$ cat src/rtl/lcd_oam_dma_ctrl.sv
// -----------------------------------------------------------------------------
// lcd_oam_dma_ctrl
//
// OAM DMA engine. A CPU write to REG_ADDR copies BYTES bytes from the source
// page {value, 8'h00} into sprite attribute memory starting at OAM_BASE.
// Source values at or above 8'hE0 point into echo RAM and are folded down by
// 8'h20 before use.
//
// Ports:
//   I_CLK, I_RESET_L           memory clock, async active-low reset
//   I_REG_ADDR/DIN/WE_L/RE_L   CPU register port (strobes active low)
//   O_REG_DOUT                 register readback, 8'hFF when not selected
//   O_SRC_ADDR, O_SRC_RE_L     source read request
//   I_SRC_DATA                 source data, valid the cycle after the read strobe
//   O_OAM_ADDR/DATA/WE_L       OAM write port
//   O_DMA_BUSY                 high while a copy is in progress (START..last WR)
//   O_DBG_STATE                current FSM state (IDLE=0 START=1 RD=2 CAP=3 WR=4)
//
// Strobe protocol: a strobe low for one cycle is one transfer; the address
// (and for writes the data) is stable for the whole low cycle. A read strobe
// in cycle k returns data during cycle k+1. Read and write strobes are never
// low in the same cycle.
// -----------------------------------------------------------------------------
module lcd_oam_dma_ctrl #(
  parameter int          BYTES    = 160,
  parameter logic [15:0] REG_ADDR = 16'hFF46,
  parameter logic [15:0] OAM_BASE = 16'hFE00
) (
  input  logic        I_CLK,
  input  logic        I_RESET_L,
  input  logic [15:0] I_REG_ADDR,
  input  logic [7:0]  I_REG_DIN,
  input  logic        I_REG_WE_L,
  input  logic        I_REG_RE_L,
  output logic [7:0]  O_REG_DOUT,
  output logic [15:0] O_SRC_ADDR,
  output logic        O_SRC_RE_L,
  input  logic [7:0]  I_SRC_DATA,
  output logic [15:0] O_OAM_ADDR,
  output logic [7:0]  O_OAM_DATA,
  output logic        O_OAM_WE_L,
  output logic        O_DMA_BUSY,
  output logic [2:0]  O_DBG_STATE
);

  typedef enum logic [2:0] {
    S_IDLE  = 3'd0,
    S_START = 3'd1,
    S_RD    = 3'd2,
    S_CAP   = 3'd3,
    S_WR    = 3'd4
  } state_t;

  localparam logic [7:0] LAST_IDX = 8'(BYTES - 1);

  state_t      r_state;
  state_t      w_next;
  logic [7:0]  r_src_hi;
  logic [7:0]  r_base_hi;
  logic [7:0]  r_idx;
  logic [7:0]  r_dbuf;
  logic [15:0] r_src_addr;
  logic [15:0] r_oam_addr;
  logic        w_reg_sel;
  logic        w_reg_wr;
  logic [7:0]  w_mapped_hi;

  assign w_reg_sel = (I_REG_ADDR == REG_ADDR);
  assign w_reg_wr  = !I_REG_WE_L && w_reg_sel;

  // Echo RAM E000-FDFF mirrors C000-DDFF.
  assign w_mapped_hi = (r_src_hi >= 8'hE0) ? (r_src_hi - 8'h20) : r_src_hi;

  // Next-state logic. A register write always wins, so a write in any state
  // (including the final WR) restarts the copy without passing through IDLE.
  always_comb begin
    w_next = r_state;
    case (r_state)
      S_IDLE:  w_next = S_IDLE;
      S_START: w_next = S_RD;
      S_RD:    w_next = S_CAP;
      S_CAP:   w_next = S_WR;
      S_WR:    w_next = (r_idx == LAST_IDX) ? S_IDLE : S_RD;
      default: w_next = S_IDLE;
    endcase
    if (w_reg_wr) begin
      w_next = S_START;
    end
  end

  always_ff @(posedge I_CLK or negedge I_RESET_L) begin
    if (!I_RESET_L) begin
      r_state    <= S_IDLE;
      r_src_hi   <= 8'h00;
      r_base_hi  <= 8'h00;
      r_idx      <= 8'h00;
      r_dbuf     <= 8'h00;
      r_src_addr <= 16'h0000;
      r_oam_addr <= 16'h0000;
    end else begin
      r_state <= w_next;
      if (w_reg_wr) begin
        r_src_hi <= I_REG_DIN;
      end
      if (r_state == S_START) begin
        r_base_hi <= w_mapped_hi;
        r_idx     <= 8'h00;
      end else if (r_state == S_WR && r_idx != LAST_IDX) begin
        r_idx <= r_idx + 8'd1;
      end
      // Address/data registers are loaded on the edge that enters the state
      // using them, so they are valid for the whole strobe cycle and hold
      // their values afterwards. RD is only entered from START or WR.
      if (w_next == S_RD) begin
        r_src_addr <= (r_state == S_START) ? {w_mapped_hi, 8'h00}
                                           : {r_base_hi, r_idx + 8'd1};
      end
      if (r_state == S_CAP && w_next == S_WR) begin
        r_dbuf     <= I_SRC_DATA;
        r_oam_addr <= OAM_BASE + {8'h00, r_idx};
      end
    end
  end

  assign O_REG_DOUT  = (!I_REG_RE_L && w_reg_sel) ? r_src_hi : 8'hFF;
  assign O_SRC_ADDR  = r_src_addr;
  assign O_SRC_RE_L  = (r_state != S_RD);
  assign O_OAM_ADDR  = r_oam_addr;
  assign O_OAM_DATA  = r_dbuf;
  assign O_OAM_WE_L  = (r_state != S_WR);
  assign O_DMA_BUSY  = (r_state != S_IDLE);
  assign O_DBG_STATE = r_state;

endmodule
$ cat config.mk
export PLATFORM = sky130hd
export DESIGN_NAME = lcd_oam_dma_ctrl
export DESIGN_NICKNAME = d
export VERILOG_FILES = /design/src/rtl/lcd_oam_dma_ctrl.sv
export SDC_FILE = /design/constraint.sdc
export NUM_CORES = 1
export LEC_CHECK = 0
export ABC_AREA = 1
export BUFFER_PORTS_ARGS = -buffer_cell sky130_fd_sc_hd__buf_2
export CORE_UTILIZATION = 46
export DETAILED_ROUTE_END_ITERATION = 8
export PLACE_DENSITY = 0.76
export SYNTH_ARGS = -nofsm -noshare
export SYNTH_HDL_FRONTEND = slang
export SYNTH_SLANG_ARGS = --single-unit
$ cat constraint.sdc
create_clock -name I_CLK -period 1.5 [get_ports I_CLK]
set_input_delay 0.075 -clock I_CLK [delete_from_list [all_inputs] [get_ports I_CLK]]
set_output_delay 0.075 -clock I_CLK [all_outputs]
set_load 0.01 [all_outputs]
After elaboration in Yosys (flattened, before gate mapping)

Index checks and enable logic that the tools add are counted.

Equality and inequality tests: 11
Mux-type cells: 8
Add/sub/neg operators: 3
$lt $le $gt $ge: 1
Reduce and logical (&&, ||, !) cells: 8

Operator list:

| cell                                                     | number |
|---|---|
| 2-to-1 mux 8 bit                                         | 4 |
| == test 16 bit, second input constant                    | 1 |
| 2-to-1 mux 16 bit                                        | 1 |
| case mux 3 bit (4 select lines)                          | 1 |
| adder 10 x 9 -> 11 bit, first input constant             | 1 |
| == test 3 x 2 -> 1 bit, second input constant            | 3 |
| adder 8 x 1 -> 8 bit, second input constant              | 1 |
| == test 8 bit, second input constant                     | 1 |
| greater-or-equal comparator 8 bit, second input constant | 1 |
| inequality test 8 bit, second input constant             | 1 |
| subtractor 8 x 6 -> 8 bit, second input constant         | 1 |
| == test 3 bit, second input constant                     | 2 |
| logical AND 1 bit                                        | 4 |
| == test 3 x 1 -> 1 bit, second input constant            | 1 |
| 2-to-1 mux 3 bit                                         | 1 |
| inequality test 3 x 2 -> 1 bit, second input constant    | 1 |
| inequality test 3 bit, second input constant             | 1 |
| nonzero test 3 bit                                       | 1 |
| zero test 1 bit                                          | 2 |
| 2-to-1 mux 2 bit                                         | 1 |
| nonzero test 2 bit                                       | 1 |

Register bits: 67
Logic and storage cells: 38
Output and inout port bits: 54
Input port bits: 36

Depth between registers and ports, before layout

Depth after elaboration: 6
Depth in mapped cells: 10
Depth with buffers taken out: 9

Worst setup path before layout

Ideal clock, no wire load.

Path kind: flip-flop to flip-flop
From: register r_idx[0]
To: register r_src_addr[2] (netlist: O_SRC_ADDR[2])
Clock period less this slack: 1.438 ns
Setup time: 0.117 ns
Stages on the path, launching flop included: 11
Required time: 1.383 ns
Setup slack: 0.062 ns
Arrival: 1.321 ns
Buffers on the path: 1
Cell sequence: dfrtp_1 > ha_1 > nand2_1 > nor2_1 > nand3_1 > nand2_2 > nand2_4 > nand3_4 > buf_6 > nand2_1 > nand2_1

Word-level cells in the longest chain between the ends: 5
Elaborated cells on any way between the ends: 7
Those cells by class: add/sub (1); eq/ne (2); mux (4)

Ends and longest elaborated chain:

| item                            | line | RTL |
|---|---|---|
| start, declared                 | 60   | `logic [7:0] r_idx;` |
| start signal, assigned          | 109  | `r_idx <= r_idx + 8'd1;` |
| == test 8 bit                   | 83   | `S_WR: w_next = (r_idx == LAST_IDX) ? S_IDLE : S_RD;` |
| 2-to-1 mux 2 bit                | 83   |  |
| case mux 3 bit (4 select lines) | 78   | `case (r_state)` |
| 2-to-1 mux 3 bit                | 86   | `if (w_reg_wr) begin` |
| == test 3 x 2 -> 1 bit          | 114  | `if (w_next == S_RD) begin` |
| end signal, assigned            | 115  | `r_src_addr <= (r_state == S_START) ? {w_mapped_hi, 8'h00}` |
| end, declared                   | 62   | `logic [15:0] r_src_addr;` |

Several ways; a longest one is shown, not always the timed one.
A chain may end at the register's enable or synchronous reset.

Final worst setup path

From: register r_idx[1]
To: register r_src_addr[12] (netlist: O_SRC_ADDR[12])

Word-level cells in the longest chain between the ends: 5

Ends and longest elaborated chain:

| item                            | line |
|---|---|
| == test 8 bit                   | 83 |
| 2-to-1 mux 2 bit                | 83 |
| case mux 3 bit (4 select lines) | 78 |
| 2-to-1 mux 3 bit                | 86 |
| == test 3 x 2 -> 1 bit          | 114 |

Every way passes these cells.

==> metrics <==
Slew Limit Fails 0; final setup fails 6; worst r2r path cells 9; sw frac 0.385; clock latency on the worst-skew pair 0.34 ns; top cell type's share of synthesized area 0.527; Seq/Total Area, Yosys 0.527; top post-synthesis cells by area dfrtp_1 (53%), nand2_1 (15%), inv_1 (4.2%); Post-synth top flop dfrtp_1; vias per inst 5.01; DR vias 2,759; drt total wl 7.22 mm; worst setup margin -0.00983 ns; clock skew 0.0142 ns; Reg power frac 0.344; Worst Setup EP O_SRC_ADDR[12]$_DFFE_PN0N_; CP Data Arrival Time 1.74 ns; DIE HEIGHT 80.7 microns; Bufs on Longest Clock Path 2; # placed instances 499; clock root buffer clkbuf_8; syn avg cell area 8.31 sq um; Num Clock Sinks 60; worst stage delay on the critical path 0.39 ns; most frequent cell after synthesis nand2_1; Startpoint Class flip-flop; placed cell areas 3360 sq um; Post-Syn Instances 343; H-tree depth 3; clock-pin slew on the worst setup and hold paths 0.07 ns; Gate power share 0.458; Req. time, crit path 1.73 ns; final worst path period share 1.01; drc violations 0; CP Max Fanout 7; syn_nets 381; CTS tree yes; critical path's slowest cell dfrtp_1; Synth-to-Final Area Change 39.7%; cell area after layout 3980 sq um; number of routed nets with antenna violations 0; Setup crit end kind flip-flop; Leak 2.12 nW; Post-synth top cells nand2_1 (115), dfrtp_1 (60), inv_1 (32); NetSw 2.72 mW; Synth area leader dfrtp_1; power per cell area 1770 nW/um^2; reg2reg end O_SRC_ADDR[12]$_DFFE_PN0N_; Internal 4.34 mW; FFs w/ async S/R, synth 1.00; GRT Total Usage 0.217; Post-Syn Area 2850 sq um; largest net degree at the start of global routing 61; first-pass detailed-route iteration total 4; CP Launch Point r_idx[1]$_DFFE_PN0P_; Setup Crit Path Kind flip-flop to flip-flop; GRT overflow 0; CP Depth 9; initial antenna violation count 0; Die Width 80.7 microns; PortBufs 88; Hold WC Path Type input pin to flip-flop; WHS Path Cells 3; Total Neg Setup Slack -0.0292 ns; ant diodes 0; die area 6510 sq um; Peak VDD IR 1.08 mV; Core ar. 5960 sq um; unrepaired setup endpoints after global routing true; RR Startpoint r_idx[1]$_DFFE_PN0P_; FF+latch count, synth 60; Worst Path Buf+Inv 1; Yosys warnings 0; Inserted Clock Buffers 9; FF/Latch Area 1500 sq um; Finished Core Util 0.668; status complete, but fails checks; final std cells w/o fill 551; failing checks negative setup slack; post-DP HPWL 4.42 mm; Reg2Reg Setup Slack -0.01 ns; io pins 90; fraction of layout cells with a size suffix above 1 0.334; EDFF count, synth 0; Initial DRC Count 207; # rows 28; Max Clk Rate 662 MHz; final RePlAce weighted congestion 0.832; drt wl/cell 13.1 microns; fraction of power consumed by the clock network 0.199; Multi-input gate area 1140 sq um; FILL cells 491; first-pass GRT wire length 10.7 mm; min cycle time layout 1.51 ns; Yosys cell types 25; max_cap viols 0; number of global-route vias before repair 2,380; CP cell instances ha_2, nand2_2, nor2_2, nand3_2, nand2_4, nand2_8, clkbuf_16, nand4_1, nand2_1; Final #Nets 509; Worst path top cell family by delay simple AND/OR/NAND/NOR gates; Final Hold Viols 0; hold_ws 0.0000365 ns; Starting Density 0.478
## worst min path at each step
stage	from	end
after floorplan	I_RESET_L	O_DBG_STATE[0]$_DFF_PN0_
after global placement	I_RESET_L	r_src_hi[6]$_DFFE_PN0P_
after detailed placement	I_RESET_L	r_src_hi[5]$_DFFE_PN0P_
after CTS	I_REG_DIN[6]	r_src_hi[6]$_DFFE_PN0P_
after global routing	I_REG_DIN[6]	r_src_hi[6]$_DFFE_PN0P_
final	I_REG_DIN[6]	r_src_hi[6]$_DFFE_PN0P_
## through the flow
step                power, mW  setup WS (ns)
floorplan                3.95         0.0621
global placement         4.75         0.0862
detailed placement       4.83         0.0157
CTS                      6.31        0.00411
global route             7.48        -0.0790
finish                   7.06       -0.00983
## tightest hold or removal path: cells and delay by family
kind	cells	cell delay [ns]
AOI/OAI and AO/OA	1	0.11
buffers and inverters	1	0.07
and+or+nand+nor	1	0.03
## placed cells by master, fill, tap and decap left out, types with 12 or more instances in the layout
cell type / instances
nand3_1: 12
o21ai_1: 15
nand4_1: 19
nor2_1: 28
nand2_1: 112
inv_1: 32
buf_4: 23
dlygate4sd3_1: 15
buf_2: 87
dfrtp_1: 58
## cell families after synthesis
family | Yosys count | share of synthesized area
AND/OR/NAND/NOR | 189 | 0.301
flip-flops | 60 | 0.527
buffers and inverters | 55 | 0.0988
AO/OA/AOI/OAI | 36 | 0.0632
adder cells (fa/ha/maj) | 2 | 0.00878
other | 1 | 0.00132
## final cells by class
cell class,count,share of cell area
Multi-Input combinational cell,230,0.287
Clock inverter,5,0.0132
Timing Repair Buffer,134,0.230
Inverter,36,0.0352
Tap cell,75,0.0236
Clock buffer,11,0.0330
Sequential cell,60,0.378
## power by group through the flow
| stage | Combinational [mW] | Sequential, mW | Clock (mW) |
|---|---|---|---|
| 2_1_floorplan | 1.37 | 2.58 | 0 |
| 6_report | 3.23 | 2.43 | 1.40 |
| 5_1_grt | 3.52 | 2.47 | 1.49 |
| 4_1_cts | 2.49 | 2.42 | 1.41 |
| 3_3_place_gp | 2.33 | 2.42 | 0 |
| 3_5_place_dp | 2.40 | 2.44 | 0 |
## metal layers
metal  up-vias  wire length, microns  track usage
li1       1342                     -            -
met1      1295                  3060        0.279
met2       102                  3600        0.349
met3        20                   359       0.0420
met4         0                   192        0.111
met5         -                     0            0
## repair_timing
action / 4_1_cts / 5_1_grt
endpoints found under the hold margin: 74 / 0
pin swaps: 0 / 16
hold buffers: 15 / 0
setup endpoints to repair: 2 / 27
buffers inserted: 1 / 15
gates cloned: 0 / 5
resized for setup: 4 / 26
## state kept, by name, indices dropped and copies added, names as in the netlist
name	flops
O_DBG_STATE	3
O_OAM_ADDR	9
O_OAM_DATA	8
O_SRC_ADDR	16
r_base_hi	8
r_idx	8
r_src_hi	8
(Power assumes the default switching activity.)
